<file path="src/rtl/demux_1to4_buf.sv">
// Registered 1-to-4 demultiplexer: one valid/ready input steered into four
// independent one-entry channel buffers, each drained by its own consumer.

module demux_1to4_buf_chan #(
    parameter int size = 32
) (
    input  logic            clk_i,
    input  logic            rst_i,
    input  logic            ld,
    input  logic            drn,
    input  logic [size-1:0] din,
    output logic [size-1:0] dout,
    output logic            vld
);
    // A load wins over a drain so a full channel can refill in the cycle it empties.
    always_ff @(posedge clk_i) begin
        if (rst_i) begin
            vld  <= 1'b0;
            dout <= '0;
        end else if (ld) begin
            vld  <= 1'b1;
            dout <= din;
        end else if (drn) begin
            vld  <= 1'b0;
        end
    end
endmodule

module demux_1to4_buf #(
    parameter int size = 32
) (
    input  logic            clk_i,
    input  logic            rst_i,
    input  logic [size-1:0] data_i,
    input  logic [1:0]      select_i,
    input  logic            valid_i,
    output logic            ready_o,
    output logic [size-1:0] data0_o,
    output logic [size-1:0] data1_o,
    output logic [size-1:0] data2_o,
    output logic [size-1:0] data3_o,
    output logic [3:0]      valid_o,
    input  logic [3:0]      ready_i
);
    localparam int NUM_CH = 4;

    logic                           acc;
    logic [NUM_CH-1:0]              ld;
    logic [NUM_CH-1:0]              drn;
    logic [NUM_CH-1:0][size-1:0]    data;

    // Only the addressed channel gates acceptance; the others never stall the producer.
    assign ready_o = ~valid_o[select_i] | ready_i[select_i];
    assign acc     = valid_i & ready_o;

    for (genvar k = 0; k < NUM_CH; k++) begin : g_ch
        assign ld[k]  = acc & (select_i == 2'(k));
        assign drn[k] = valid_o[k] & ready_i[k];

        demux_1to4_buf_chan #(.size(size)) u_chan (
            .clk_i (clk_i),
            .rst_i (rst_i),
            .ld    (ld[k]),
            .drn   (drn[k]),
            .din   (data_i),
            .dout  (data[k]),
            .vld   (valid_o[k])
        );
    end

    assign data0_o = data[0];
    assign data1_o = data[1];
    assign data2_o = data[2];
    assign data3_o = data[3];
endmodule

</file>
<file path="config.mk">
export PLATFORM = sky130hd
export DESIGN_NAME = demux_1to4_buf
export DESIGN_NICKNAME = d
export VERILOG_FILES = /design/src/rtl/demux_1to4_buf.sv
export SDC_FILE = /design/constraint.sdc
export NUM_CORES = 1
export LEC_CHECK = 0
export ABC_AREA = 1
export CELL_PAD_IN_SITES_DETAIL_PLACEMENT = 0
export CELL_PAD_IN_SITES_GLOBAL_PLACEMENT = 1
export CORE_ASPECT_RATIO = 0.9
export CORE_MARGIN = 3
export CORE_UTILIZATION = 34
export CTS_CLUSTER_DIAMETER = 120
export CTS_CLUSTER_SIZE = 16
export DETAILED_ROUTE_END_ITERATION = 7
export PLACE_DENSITY = 0.87
export SETUP_SLACK_MARGIN = 0.1
export SLEW_MARGIN = 5
export SYNTH_ARGS = -nofsm -noshare
export SYNTH_HDL_FRONTEND = slang
export SYNTH_HIERARCHICAL = 1
export SYNTH_SLANG_ARGS = --single-unit
</file>
<file path="constraint.sdc">
create_clock -name clk_i -period 3.1 [get_ports clk_i]
set_input_delay 0.62 -clock clk_i [delete_from_list [all_inputs] [get_ports clk_i]]
set_output_delay 0.62 -clock clk_i [all_outputs]
set_load 0.05 [all_outputs]
</file>
==> reports/metrics.cfg, run 1 <==
[logic_synthesis]
syn_inst=610
netlist_top_cells_area=dfxtp_1 (55%), nor2_1 (20%), o21ai_0 (13%), buf_6 (3.1%), clkbuf_4 (1.9%)
ys_seq_area_share_pct=55.4
synth_fa_ha_area_share_pct=0
yosys.area.top_type=dfxtp_1
syn-cell-area_mm2=0.00477
yosys_warnings=6
synthMuxAreaShare_pct=0
synth-seq-cells=132
yosys.area_share.simple_pct=23.1
synth.distinct_cells=13
synthXorXnorAreaFrac_pct=0
avgSynthCellArea_um2=7.83
synth_top_area_share_pct=55.4
synth_top_family_by_area=simple AND/OR/NAND/NOR gates
syn_nets=651
synth_compound_area_share_pct=13.8

[floorplanning]
die_h_um=118
core_area_mm2=0.0136
die_x_um=131
dieArea_mm2=0.0155
io_pins=174
start_util_pct=35.2
num_rows=40

[placed_design]
dpl.hpwl_um=10700
dp_slack_ns=0.369
place.port_buffers=173
place_congestion=0.889

[cells_and_area]
final_layout_size_suffix_gt1_share_pct=6.87
antenna_cells=0
fin_nets=814
fin_util_pct=52.2
syn2layout_area_growth_pct=48.4
fill_cells=1264

[clocking]
cts_setup_buffers=0
ctsHtreeMaxLevel=4
clockBufferDepth=2
clock_sinks=132
cts_resized=0
cts_tree=built
clk_latency_ns=0.42
root_buffer=clkbuf_16
clkTransAtPathRegs_ns=0.06
cts_buffers=17
hold_buffers=0

[sta]
setup_slack_ns=0.632
finalHoldViolCount=0
max_freq_mhz=405
finClkSkew_ns=0.00984
finalMaxSlewViolations=0
worst_slew_pin_slew_ns=0.941
relSlewSlack_pct=37.2
rsz0062_at_grt=no
setup_viol=0
period_share_pct=79.6
min_period_ns=2.47
fin_setup_tns_ns=0

[hold_path]
hp-class=flop to flop
hold_path_depth=2

[grt]
grtUsageTotal_pct=20.6
overflow=0
gr-usage-met3_pct=7.91
grt_pass1_wl_um=24600
met2_usage_pct=32.2
gr-max-usage-layer=met2
grtUsageMet1_pct=26.2
grt_pass1_vias=4548
antenna_found_initial=0
grt_max_degree=34

[setup_path]
r2r_cells=10
cp.arrival_ns=1.85
cp_data_required_time_ns=2.48
crit_path_end_kind=output port
cp-start-kind=input port
path_max_fanout=8
path_class=input port to output port

[power]
power.density_mw_per_mm2=639
peakVddDrop_mv=0.384
p_leak_nw=2.99

[detailed_routing]
vias=4679
wl_per_cell_um=16.3
first_iter_violations=331
drc=0
dr.pass1.iters=5
totalWireLength_um=15800
vias_per_cell=4.80
ant_nets=0

[run_status]
status=complete, no violations

[job]
maxCapViolCount=0

cells in the final DEF, fill, tap and decap left out, types with 3 or more instances in the layout:
cell type / Yosys / routed
clkbuf_16: 0 / 17
a21oi_1: 4 / 4
clkdlybuf4s50_1: 0 / 172
clkinv_4: 0 / 3
clkinvlp_4: 0 / 5
nor2_2: 2 / 6
inv_6: 0 / 3
buf_4: 0 / 8
nand2_1: 23 / 23
nand3_1: 3 / 3
inv_2: 6 / 6
o21ai_0: 128 / 128
dfxtp_1: 132 / 132
inv_1: 13 / 13
nor2_1: 260 / 256
metrics by stage:
stage	cell area, um^2	power [mW]	instances	hold WS, ns
after floorplan	4770	2.35	610	0.689
after global placement	6530	2.65	943	0.476
after detailed placement	6530	2.66	943	0.482
after CTS	7080	4.58	975	0.500
after global routing	7080	4.70	975	0.524
final	7080	4.52	975	0.494
final timing paths:
kind / from / endpoint / slack, ns
max: select_i[0] / ready_o / 0.63
min reg2reg: g_ch[3].u_chan/dout[15]$_SDFFE_PP0P_ / g_ch[3].u_chan/dout[15]$_SDFFE_PP0P_ / 0.49
max reg2reg: g_ch[3].u_chan/vld$_SDFFE_PP0P_ / g_ch[2].u_chan/dout[8]$_SDFFE_PP0P_ / 1.29
min: g_ch[3].u_chan/dout[15]$_SDFFE_PP0P_ / g_ch[3].u_chan/dout[15]$_SDFFE_PP0P_ / 0.49
worst max-delay path, cell delays in order:
cell,delay [ns]
clkdlybuf4s50_1,0.63
inv_2,0.10
nand3_1,0.08
nand2_1,0.06
nor2_2,0.11
nand2_2,0.08
buf_12,0.15
cell type report:
cell class	count	area, um^2	share of cell area (%)
timing repair buffer	181	1800	25.4
clock buffer	18	429	6.06
multi-input combinational	422	1770	25.0
inverter	19	71.3	1.01
sequential	132	2640	37.3
tap	189	236	3.34
clock inverter	14	130	1.84
cells in the mapped netlist:
cell,number
clkbuf_2,12
inv_2,6
nand3_1,3
nor2_1,260
a21oi_1,4
nand2_1,23
buf_6,13
nand2_2,2
dfxtp_1,132
inv_1,13
o21ai_0,128
nor2_2,2
clkbuf_4,12
flip-flops by register name, summed over array words and instances, names as in the netlist:
signal	flops
g_ch.u_chan/dout	128
g_ch.u_chan/vld	4
metal layers:
layer  vias up  part of all wire, %
met2       159                   47
met1      2238                   44
met5         -                    0
met3        12                  7.7
met4         0                 0.99
li1       2270                    -
where the power goes:
part / switching (mW) / internal, mW / leakage [nW]
clock: 0.789 / 1.11 / 0.259
combinational: 0.537 / 0.249 / 1.65
sequential: 0.0506 / 1.79 / 1.08
total: 1.38 / 3.15 / 2.99
logic make-up after synthesis:
| family | Yosys count |
|---|---|
| AND/OR/NAND/NOR | 290 |
| flip-flops | 132 |
| AO/OA/AOI/OAI | 132 |
| buffers and inverters | 56 |
Note: power is estimated with default switching activity, not from simulation.
==> run 2, diff against run 1 <==
Settings changed: CORE_UTILIZATION 34 to 31, PLACE_DENSITY 0.87 to 0.81.
Clock period 3.1 ns to 2.3 ns, I/O delays scaled along.
==> run 2 against run 1 <==
  * Register-to-register slack worse by 0.56 ns
  * Core utilization down 2.8 points
  * Non-clock buffer count up 15
==> reports/metrics.cfg, run 2 (synthesis results as in run 1) <==
[grt]
grt_max_degree=33
overflow=0
grtUsageTotal_pct=18.9
grt_pass1_wl_um=24500
antenna_found_initial=1
grt_pass1_vias=4478

[cells_and_area]
final_cell_mix=nor2_1 (256), clkdlybuf4s50_1 (170), dfxtp_1 (132)
fin_util_pct=49.4
reg_top3=g_ch.u_chan/dout: 128 flops, g_ch.u_chan/vld: 4 flops
regMostFlops=g_ch.u_chan/dout
final_layout_size_suffix_gt1_share_pct=8.61
syn2layout_area_growth_pct=53.9
fill_cells=1385
fin_nets=829
final_area_mm2=0.00734
largest_reg_flops=128
final_common_cell=nor2_1

[sta]
period_share_pct=92.1
finalHoldViolCount=0
rsz0062_at_grt=no
finClkSkew_ns=0.00700
finalMaxSlewViolations=0
min_period_ns=2.12
max_freq_mhz=472
fin_setup_tns_ns=0
worst_slew_pin_slew_ns=0.847
setup_viol=0
relSlewSlack_pct=43.5

[detailed_routing]
dr.pass1.iters=7
vias=4580
first_iter_violations=201
totalWireLength_um=15900
ant_nets=0
drc=0
wl_per_cell_um=15.9
vias_per_cell=4.58

[setup_path]
path_max_fanout=4
worstReg2RegStart=g_ch[2].u_chan/vld$_SDFFE_PP0P_
cp.arrival_ns=1.66
cp_data_required_time_ns=1.84
critPathTopFamily=buffers and inverters
crit_chain=clkdlybuf4s50_1
cp-start-kind=flop
path_class=flop to output port
crit_path_end_kind=output port
slowest_delay_ns=0.84
r2r_slack_ns=0.73
r2r_cells=10
crit_buf_inv=1
r2r-end=g_ch[1].u_chan/dout[24]$_SDFFE_PP0P_
cpMaxStageDelayCell=clkdlybuf4s50_1

[run_status]
status=complete, no violations

[placed_design]
place_area_mm2=0.00671
place_congestion=0.850
dpl.hpwl_um=11400
place.port_buffers=173

[floorplanning]
die_h_um=124
io_pins=174
start_util_pct=32.1
dieArea_mm2=0.0169
core_area_mm2=0.0149
num_rows=42
die_x_um=137

[hold_path]
hold_end=g_ch[0].u_chan/dout[1]$_SDFFE_PP0P_
hp-class=flop to flop
worstHoldStart=g_ch[0].u_chan/dout[1]$_SDFFE_PP0P_
hold_path_depth=2

[clocking]
clkTransAtPathRegs_ns=0.06
clock_sinks=132
clk_latency_ns=0.41
ctsHtreeMaxLevel=4
cts_buffers=17
cts_tree=built
clockBufferDepth=2
root_buffer=clkbuf_16

[power]
peakVddDrop_mv=0.478
power.density_mw_per_mm2=879
p_leak_nw=3.14

[job]
maxCapViolCount=0

[run 2: cell count changes in the layout (fill, tap and decap cells not counted), sizes merged]
cell           change
diode              +1
buf               +15
dlygate4sd2        +2
clkbuf             +2
clkinvlp           -3
clkinv             -1
bufinv             +3
inv                -1
clkdlybuf4s50      -2
[run 2: cell type report]
class	count	area (um^2)	share of cell area, %
flip-flops and latches	132	2640	36.0
repair buffers	196	1970	26.9
multi-input cells	422	1770	24.1
clock buffers	20	457	6.22
well taps	198	248	3.37
clock inverters	12	176	2.40
inverters	19	71.3	0.971
diodes	1	2.50	0.0341
[run 2: repair_timing]
action / in CTS / in global routing
setup endpoints to repair: 1 / 0
buffers inserted: 0 / 0
hold buffers: 0 / 0
resized for setup: 2 / 0
[run 2: metal layers]
layer | GRT usage, % | part of all wire (%)
met1 | 22.7 | 41
met2 | 30.4 | 48
met3 | 8.12 | 9.3
met4 | 7.04 | 1.6
met5 | 0 | 0
[run 2: worst max path at each step]
stage | to | startpoint | cells after the start
after floorplan | g_ch[3].u_chan/dout[20]$_SDFFE_PP0P_ | select_i[0] | 12
after global placement | g_ch[1].u_chan/dout[31]$_SDFFE_PP0P_ | select_i[0] | 13
after detailed placement | g_ch[1].u_chan/dout[24]$_SDFFE_PP0P_ | select_i[0] | 12
after CTS | valid_o[2] | g_ch[2].u_chan/vld$_SDFFE_PP0P_ | 1
after global routing | valid_o[3] | g_ch[3].u_chan/vld$_SDFFE_PP0P_ | 1
final | valid_o[2] | g_ch[2].u_chan/vld$_SDFFE_PP0P_ | 1
[run 2: report_power, final]
part | switching [mW] | total, mW | internal [mW]
combinational | 0.730 | 1.09 | 0.358
sequential | 0.0668 | 2.48 | 2.41
clock | 1.01 | 2.89 | 1.87
[run 2: through the flow]
| step | instances | total power, mW | worst slack, ns | hold slack, ns |
|---|---|---|---|---|
| CTS | 999 | 6.53 | 0.172 | 0.500 |
| detailed placement | 967 | 3.62 | -0.0648 | 0.483 |
| floorplan | 610 | 3.17 | 0.406 | 0.529 |
| global placement | 967 | 3.60 | 0.0119 | 0.475 |
| finish | 1000 | 6.46 | 0.182 | 0.495 |
| global route | 1000 | 6.71 | 0.151 | 0.527 |
